**src/rtl/controle_multiciclo.sv**
```systemverilog
// Multicycle control unit for the Redux-V datapath: sequences fetch, decode,
// execute, memory and writeback, handshaking with a variable-latency memory.
module controle_multiciclo #(
  parameter int OPW      = 4,
  parameter int ULAW     = 4,
  parameter int WAIT_MAX = 15
) (
  input  logic            clk,
  input  logic            rst,
  input  logic [OPW-1:0]  opcode,
  input  logic            zero,
  input  logic            mem_ready,
  output logic            mem_req,
  output logic            ir_we,
  output logic            pc_we,
  output logic [ULAW-1:0] ula,
  output logic            b_mx,
  output logic            j_mx,
  output logic            r_mx,
  output logic            se_mx,
  output logic            d_mx,
  output logic            we,
  output logic            re,
  output logic            illegal,
  output logic            timeout,
  output logic [2:0]      state
);

  localparam int CW = $clog2(WAIT_MAX + 1);

  typedef enum logic [2:0] {
    FETCH  = 3'd0,
    DECODE = 3'd1,
    EXEC   = 3'd2,
    MEM    = 3'd3,
    WB     = 3'd4,
    TRAP   = 3'd5
  } state_t;

  typedef enum logic [2:0] {
    CL_BRANCH,
    CL_JUMP,
    CL_LOAD,
    CL_STORE,
    CL_ALUI,
    CL_ALUR
  } class_t;

  typedef struct packed {
    logic            mem_req;
    logic [ULAW-1:0] ula;
    logic            b_mx;
    logic            j_mx;
    logic            r_mx;
    logic            se_mx;
    logic            d_mx;
    logic            we;
    logic            re;
  } ctrl_t;

  state_t          cur;
  class_t          cls;
  class_t          dec_cls;
  ctrl_t           ctrl;
  logic [CW-1:0]   wait_cnt;
  logic [31:0]     op_wide;
  logic [3:0]      op_lo;
  logic            illegal_op;
  logic [ULAW-1:0] alu_code;

  assign op_wide    = 32'(opcode);
  assign op_lo      = op_wide[3:0];
  assign illegal_op = (op_wide >= 32'd16);

  always_comb begin
    dec_cls  = CL_ALUR;
    alu_code = '0;
    case (op_lo)
      4'd0:    dec_cls = CL_BRANCH;
      4'd1:    dec_cls = CL_JUMP;
      4'd2:    dec_cls = CL_LOAD;
      4'd3:    dec_cls = CL_STORE;
      4'd4: begin dec_cls = CL_ALUI; alu_code = ULAW'(4); end
      4'd5: begin dec_cls = CL_ALUI; alu_code = ULAW'(5); end
      4'd6:    alu_code = ULAW'(8);
      4'd7:    alu_code = ULAW'(9);
      default: alu_code = ULAW'(op_lo[2:0]);
    endcase
  end

  // The fetch and branch PC/IR strobes qualify on the same-cycle memory
  // completion and ALU zero flag, so they are gated from registered state.
  assign ir_we = (cur == FETCH) && ctrl.mem_req && mem_ready;
  assign pc_we = ir_we ||
                 ((cur == EXEC) && ((cls == CL_JUMP) || ((cls == CL_BRANCH) && zero)));

  always_ff @(posedge clk) begin
    if (rst) begin
      cur      <= FETCH;
      cls      <= CL_BRANCH;
      ctrl     <= '0;
      wait_cnt <= '0;
      illegal  <= 1'b0;
      timeout  <= 1'b0;
    end else begin
      case (cur)
        FETCH: begin
          if (!ctrl.mem_req) begin
            ctrl.mem_req <= 1'b1;
            wait_cnt     <= '0;
          end else if (mem_ready) begin
            cur          <= DECODE;
            ctrl.mem_req <= 1'b0;
          end else if (wait_cnt == CW'(WAIT_MAX - 1)) begin
            cur      <= TRAP;
            ctrl     <= '0;
            timeout  <= 1'b1;
            wait_cnt <= wait_cnt + 1'b1;
          end else begin
            wait_cnt <= wait_cnt + 1'b1;
          end
        end
        DECODE: begin
          ctrl <= '0;
          if (illegal_op) begin
            cur     <= TRAP;
            illegal <= 1'b1;
          end else begin
            cls <= dec_cls;
            case (dec_cls)
              CL_LOAD, CL_STORE: begin
                cur          <= MEM;
                wait_cnt     <= '0;
                ctrl.mem_req <= 1'b1;
                ctrl.we      <= (dec_cls == CL_STORE);
              end
              CL_BRANCH: begin
                cur       <= EXEC;
                ctrl.b_mx <= 1'b1;
              end
              CL_JUMP: begin
                cur       <= EXEC;
                ctrl.j_mx <= 1'b1;
              end
              CL_ALUI: begin
                cur        <= EXEC;
                ctrl.r_mx  <= 1'b1;
                ctrl.se_mx <= 1'b1;
                ctrl.d_mx  <= 1'b1;
                ctrl.ula   <= alu_code;
              end
              default: begin
                cur       <= EXEC;
                ctrl.d_mx <= 1'b1;
                ctrl.ula  <= alu_code;
              end
            endcase
          end
        end
        EXEC: begin
          if ((cls == CL_BRANCH) || (cls == CL_JUMP)) begin
            cur          <= FETCH;
            ctrl         <= '0;
            ctrl.mem_req <= 1'b1;
            wait_cnt     <= '0;
          end else begin
            // ALU ops keep their mux and ula selects through writeback
            cur     <= WB;
            ctrl.re <= 1'b1;
          end
        end
        MEM: begin
          if (mem_ready) begin
            ctrl <= '0;
            if (cls == CL_LOAD) begin
              cur     <= WB;
              ctrl.re <= 1'b1;
            end else begin
              cur          <= FETCH;
              ctrl.mem_req <= 1'b1;
              wait_cnt     <= '0;
            end
          end else if (wait_cnt == CW'(WAIT_MAX - 1)) begin
            cur      <= TRAP;
            ctrl     <= '0;
            timeout  <= 1'b1;
            wait_cnt <= wait_cnt + 1'b1;
          end else begin
            wait_cnt <= wait_cnt + 1'b1;
          end
        end
        WB: begin
          cur          <= FETCH;
          ctrl         <= '0;
          ctrl.mem_req <= 1'b1;
          wait_cnt     <= '0;
        end
        default: begin
          cur  <= TRAP;
          ctrl <= '0;
        end
      endcase
    end
  end

  assign mem_req = ctrl.mem_req;
  assign ula     = ctrl.ula;
  assign b_mx    = ctrl.b_mx;
  assign j_mx    = ctrl.j_mx;
  assign r_mx    = ctrl.r_mx;
  assign se_mx   = ctrl.se_mx;
  assign d_mx    = ctrl.d_mx;
  assign we      = ctrl.we;
  assign re      = ctrl.re;
  assign state   = cur;

endmodule
```
**config.mk**
```make
export PLATFORM = sky130hd
export DESIGN_NAME = controle_multiciclo
export DESIGN_NICKNAME = d
export VERILOG_FILES = /design/src/rtl/controle_multiciclo.sv
export SDC_FILE = /design/constraint.sdc
export NUM_CORES = 1
export LEC_CHECK = 0
export CORE_MARGIN = 4
export CORE_UTILIZATION = 52
export DETAILED_ROUTE_END_ITERATION = 7
export PLACE_DENSITY = 0.86
export RECOVER_POWER = 25
export SYNTH_ARGS = -nofsm -noshare
export SYNTH_HDL_FRONTEND = slang
export SYNTH_SLANG_ARGS = --single-unit
```
**constraint.sdc**
```tcl
create_clock -name clk -period 4.8 [get_ports clk]
set_clock_uncertainty 0.05 [all_clocks]
set_input_delay 0.96 -clock clk [delete_from_list [all_inputs] [get_ports clk]]
set_output_delay 0.96 -clock clk [all_outputs]
set_load 0.02 [all_outputs]
```
==> results.yml, run 1 <==
status:
  status: "finished, final reports clean"
routing:
  via_per_inst: 6.30
  wl_um: 3200
  vias: 1267
  drc: 0
  routedWlPerCell_um: 15.9
  ant_nets: 0
  drtPass1Iterations: 4
  drtIter0Drc: 57
placement:
  place_congestion: 0.877
  dp_hpwl_um: 2380
  dpl_cell_area_um2: 1560
  portBuffers: 25
setup_path:
  crit_type: "primary input to primary output"
  startpoint_type: "primary input"
  cp_max_fo: 10
  required_ps: 3790
  reg2reg_slack_ps: 2770
  cp.arrival_ps: 2810
  timing.rr.start: "state[2]"
  critPathCaptureType: "primary output"
  reg2reg_depth: 5
  r2r-end: "wait_cnt[3]"
sta:
  finalCriticalPeriod_ps: 3820
  rsz0062_at_grt: "false"
  setup_viol: 0
  fmax_mhz: 262
  period_share_pct: 79.6
  fin_tns_setup_ps: 0
  hold_viol: 0
  slew_violations: 0
  worst_slew_pin_slew_ps: 760
  slew_headroom_pct: 49.2
synth:
  synth_flop_cell: "dfxtp_1"
  synth_cell_types: 55
  synth_async_sr_flop_share_pct: 0
  synth.avg_cell_area_um2: 8.80
  synthesis.nets: 163
  ys_ff_latch: 22
  synth_area_um2: 1350
  ys_seq_area_share_pct: 32.7
  syn_inst: 153
  synth-edff-count: 0
  yosysWarningCount: 0
power:
  leakagePower_nw: 0.536
  ir_worst_vdd_uv: 173
  power_density_nw_per_um2: 241
final_layout:
  final_cell_mix: "dfxtp_1 (22), clkdlybuf4s50_1 (18), nand2_1 (15)"
  mostFrequentLayoutCell: "dfxtp_1"
  final_area_um2: 1600
  nFillCells: 207
  drive_above_1_share_pct: 10.5
  fin_nets: 182
  diodes: 0
  syn2layout_area_growth_pct: 18.9
cts:
  clockBufferDepth: 2
  cts_resized: 0
  clock-root-buffer: "clkbuf_4"
  cts_tree: "yes"
  h-tree-depth: 1
  clock_latency_ps: 300
  cts.sink_count: 22
  cts_setup_buffers: 0
  cts_buffers: 3
  clk_pin_slew_ps: 120
  postCtsHoldBufs: 0
grt:
  antenna_found_initial: 0
  gr-total-overflow: 0
  first_global_vias: 1292
  grt_pass1_wl_um: 5670
  grt_max_degree: 21
  gr-usage-all-layers_pct: 20.5
floorplanning:
  dieArea_um2: 3470
  fp.dieH_um: 58.9
  initial_utilization_pct: 54.3
  die_w_um: 58.9
  rows: 18
  io_pins: 27
  core_um2: 2480
job:
  max_cap_violations: 0
worst_hold_path:
  hp-start: "ula[1]"
  hold_path.class: "flip-flop to flip-flop"
  holdPathStages: 2
  hold_end: "ula[1]"
-- registers in the layout, indices dropped and copies added, names as in the netlist --
signal    flops
wait_cnt      4
j_mx          1
mem_req       1
ula           4
d_mx          1
state         3
we            1
timeout       1
re            1
b_mx          1
r_mx          1
cls           3
-- cells in the mapped netlist, types with 2 or more instances --
master	n	area, µm²
ha_1	2	25.0
nand3_1	9	45.0
clkbuf_1	4	15.0
nor3b_1	2	15.0
o22ai_1	3	18.8
nor2_1	7	26.3
dfxtp_1	22	440
a2111oi_0	2	17.5
a21oi_1	6	30.0
o21ai_1	3	15.0
or3_1	2	12.5
buf_2	2	10.0
nand2b_1	4	25.0
o21ai_0	4	20.0
inv_1	12	45.0
or2_2	2	12.5
o31ai_1	2	15.0
o32ai_1	8	70.1
and2_1	2	12.5
buf_4	3	22.5
buf_6	2	22.5
nand3b_1	2	15.0
nand2_1	15	56.3
a31oi_1	2	12.5
-- power by group --
part,total (mW),internal (mW),switching (mW)
sequential,0.200,0.189,0.0108
clock,0.101,0.0462,0.0548
combinational,0.0856,0.0377,0.0479
-- worst max-delay path by stage --
stage,depth (start not counted),endpoint,startpoint
after floorplan,3,pc_we,mem_ready
after global placement,4,ir_we,mem_ready
after detailed placement,4,ir_we,mem_ready
after CTS,4,ir_we,mem_ready
after global routing,4,ir_we,mem_ready
final,4,ir_we,mem_ready
-- critical path, cell delays in order --
cell and delay (ps):
dlygate4sd3_1 730, nand3_1 250, inv_1 210, clkdlybuf4s50_1 650
-- final cells by class --
class,count,area (µm²),share of cell area (%)
Clock buffer,4,36.3,2.27
Multi-Input combinational cell,108,791,49.4
Tap cell,30,37.5,2.35
Inverter,12,45.0,2.81
Timing Repair Buffer,25,250,15.6
Sequential cell,22,440,27.5
-- through the flow --
| step | instances | util, % | setup slack [ps] | total power, mW | hold WS [ps] |
|---|---|---|---|---|---|
| 6_report | 201 | 64.6 | 978 | 0.386 | 423 |
| 5_1_grt | 201 | 64.6 | 863 | 0.406 | 450 |
| 4_1_cts | 201 | 64.6 | 1080 | 0.391 | 418 |
| 3_5_place_dp | 197 | 63.1 | 1080 | 0.289 | 396 |
| 3_3_place_gp | 197 | 63.1 | 1150 | 0.286 | 394 |
| 2_1_floorplan | 153 | - | 2110 | 0.262 | 426 |
-- per-layer routing --
layer / wire length, µm / up-vias / GRT usage (%) / share of wire, %
met5: 0 / - / 0 / 0
met4: 32 / 0 / 7.77 / 1.0
met3: 190 / 4 / 3.51 / 5.9
met2: 1640 / 45 / 34.7 / 51
met1: 1340 / 602 / 25.9 / 42
li1: - / 616 / - / -
-- cell families after synthesis --
group,count (synthesis),synth area share [%]
compound gates,48,29.6
fa+ha+maj,2,1.86
buf+inv,23,8.55
flops,22,32.7
mux,1,0.744
other cells,1,0.279
simple gates,56,26.2
(Power assumes the default switching activity.)
==> run 2: changes to the inputs <==
--- a/config.mk
+++ b/config.mk
@@ -6,9 +6,9 @@
 export NUM_CORES = 1
 export LEC_CHECK = 0
 export CORE_MARGIN = 4
-export CORE_UTILIZATION = 52
+export CORE_UTILIZATION = 46
 export DETAILED_ROUTE_END_ITERATION = 7
-export PLACE_DENSITY = 0.86
+export PLACE_DENSITY = 0.8
 export RECOVER_POWER = 25
 export SYNTH_ARGS = -nofsm -noshare
 export SYNTH_HDL_FRONTEND = slang
==> constraint.sdc (replaced) <==
create_clock -name clk -period 3.2 [get_ports clk]
set_clock_uncertainty 0.05 [all_clocks]
set_input_delay 0.64 -clock clk [delete_from_list [all_inputs] [get_ports clk]]
set_output_delay 0.64 -clock clk [all_outputs]
set_load 0.02 [all_outputs]
==> results.yml, run 2 (synthesis gave the netlist of run 1 again) <==
cts:
  clockBufferDepth: 2
  h-tree-depth: 1
  clock-root-buffer: "clkbuf_4"
  cts_tree: "yes"
  clock_latency_ps: 310
  cts_resized: 0
  postCtsHoldBufs: 0
  cts.sink_count: 22
  cts_setup_buffers: 0
  cts_buffers: 3
  clk_pin_slew_ps: 120
placement:
  placed_cells: 203
  dp_slack_ps: 312
  portBuffers: 25
  dp_hpwl_um: 2420
  place_congestion: 0.912
  dpl_cell_area_um2: 1600
final_layout:
  mostFrequentLayoutCell: "clkdlybuf4s50_1"
  final_cell_mix: "clkdlybuf4s50_1 (23), dfxtp_1 (22), nand2_1 (15)"
  syn2layout_area_growth_pct: 22.4
  reg_top3: "ula (4), wait_cnt (4)"
  fin_nets: 187
  nFillCells: 268
  final_area_um2: 1650
  drive_above_1_share_pct: 11.9
  fin_cells: 207
  fin_util_pct: 59.2
  diodes: 0
power:
  pwr-share-clk_pct: 33.4
  ir_worst_vdd_uv: 277
  p_comb_share_pct: 20.5
  p_sw_mw: 0.176
  leakagePower_nw: 0.550
  intPower_mw: 0.469
  p_sw_share_pct: 27.3
  power_density_nw_per_um2: 392
  total_power_mw: 0.645
  p_seq_share_pct: 46.1
setup_path:
  crit_path_start: "mem_ready"
  crit_type: "primary input to primary output"
  critPathCaptureType: "primary output"
  required_ps: 2510
  startpoint_type: "primary input"
  reg2reg_slack_ps: 1270
  r2r-end: "r_mx"
  reg2reg_depth: 4
  path_cells: "dlygate4sd3_1 > nand3_1 > inv_1 > clkdlybuf4s50_1"
  cp.arrival_ps: 2260
  cp-endpoint: "ir_we"
  cp_max_fo: 5
  timing.rr.start: "state[0]"
  worst_path_largest_cell_delay_ps: 630
  slowest_stage: "clkdlybuf4s50_1"
sta:
  fmax_mhz: 339
  finalCriticalPeriod_ps: 2950
  whs_ps: 414
  rsz0062_at_grt: "false"
  worst_slew_pin_slew_ps: 676
  final.setup.worst_slack_ps: 248
  hold_viol: 0
  setup_viol: 0
  slew_headroom_pct: 54.9
  slew_violations: 0
  fin_tns_setup_ps: 0
  period_share_pct: 92.2
routing:
  drtIter0Drc: 40
  routedWlPerCell_um: 15.6
  drtPass1Iterations: 4
  via_per_inst: 6.08
  vias: 1258
  drc: 0
  wl_um: 3230
  ant_nets: 0
grt:
  first_global_vias: 1268
  gr-total-overflow: 0
  grt_pass1_wl_um: 5930
  antenna_found_initial: 0
  gr-usage-all-layers_pct: 18.0
  grt_max_degree: 17
job:
  max_cap_violations: 0
floorplanning:
  dieArea_um2: 3860
  fp.dieH_um: 62.1
  die_w_um: 62.1
  initial_utilization_pct: 48.4
  rows: 19
  io_pins: 27
  core_um2: 2780
status:
  status: "finished, final reports clean"
worst_hold_path:
  hold_path.class: "flip-flop to flip-flop"
run 2: cell type report:
type	count	area [µm²]	share of cell area [%]
inverter	12	45.0	2.73
multi-input combinational	108	787	47.8
tap	31	38.8	2.35
clock inverter	1	30.0	1.82
sequential	22	440	26.7
clock buffer	3	22.5	1.37
timing repair buffer	30	284	17.2
run 2: worst min-delay path by stage:
| stage | from | to | slack [ps] | cells after the start |
|---|---|---|---|---|
| CTS | ula[2] | ula[2] | 420 | 2 |
| global route | ula[2] | ula[2] | 460 | 2 |
| detailed placement | ula[2] | ula[2] | 400 | 2 |
| finish | ula[2] | ula[2] | 410 | 2 |
| floorplan | cls[1] | cls[1] | 430 | 2 |
| global placement | ula[1] | ula[1] | 390 | 2 |
run 2: per-layer routing:
| metal | GRT usage, % | wire length, µm | vias up |
|---|---|---|---|
| li1 | - | - | 617 |
| met1 | 21.9 | 1420 | 605 |
| met2 | 31.3 | 1620 | 32 |
| met3 | 4.32 | 155 | 4 |
| met4 | 4.61 | 34 | 0 |
| met5 | 0 | 0 | - |
run 2: worst max-delay path, delay by kind of cell:
family                 cells  cell delay (ps)
buffers and inverters      3             1400
AND/OR/NAND/NOR            1              220
run 2: power groups by stage:
stage                     clock, mW  sequential (mW)  combinational [mW]
after global routing          0.236            0.300               0.145
final                         0.215            0.297               0.132
after global placement            0            0.303               0.131
after detailed placement          0            0.303               0.133
after CTS                     0.221            0.297               0.134
after floorplan                   0            0.305              0.0878
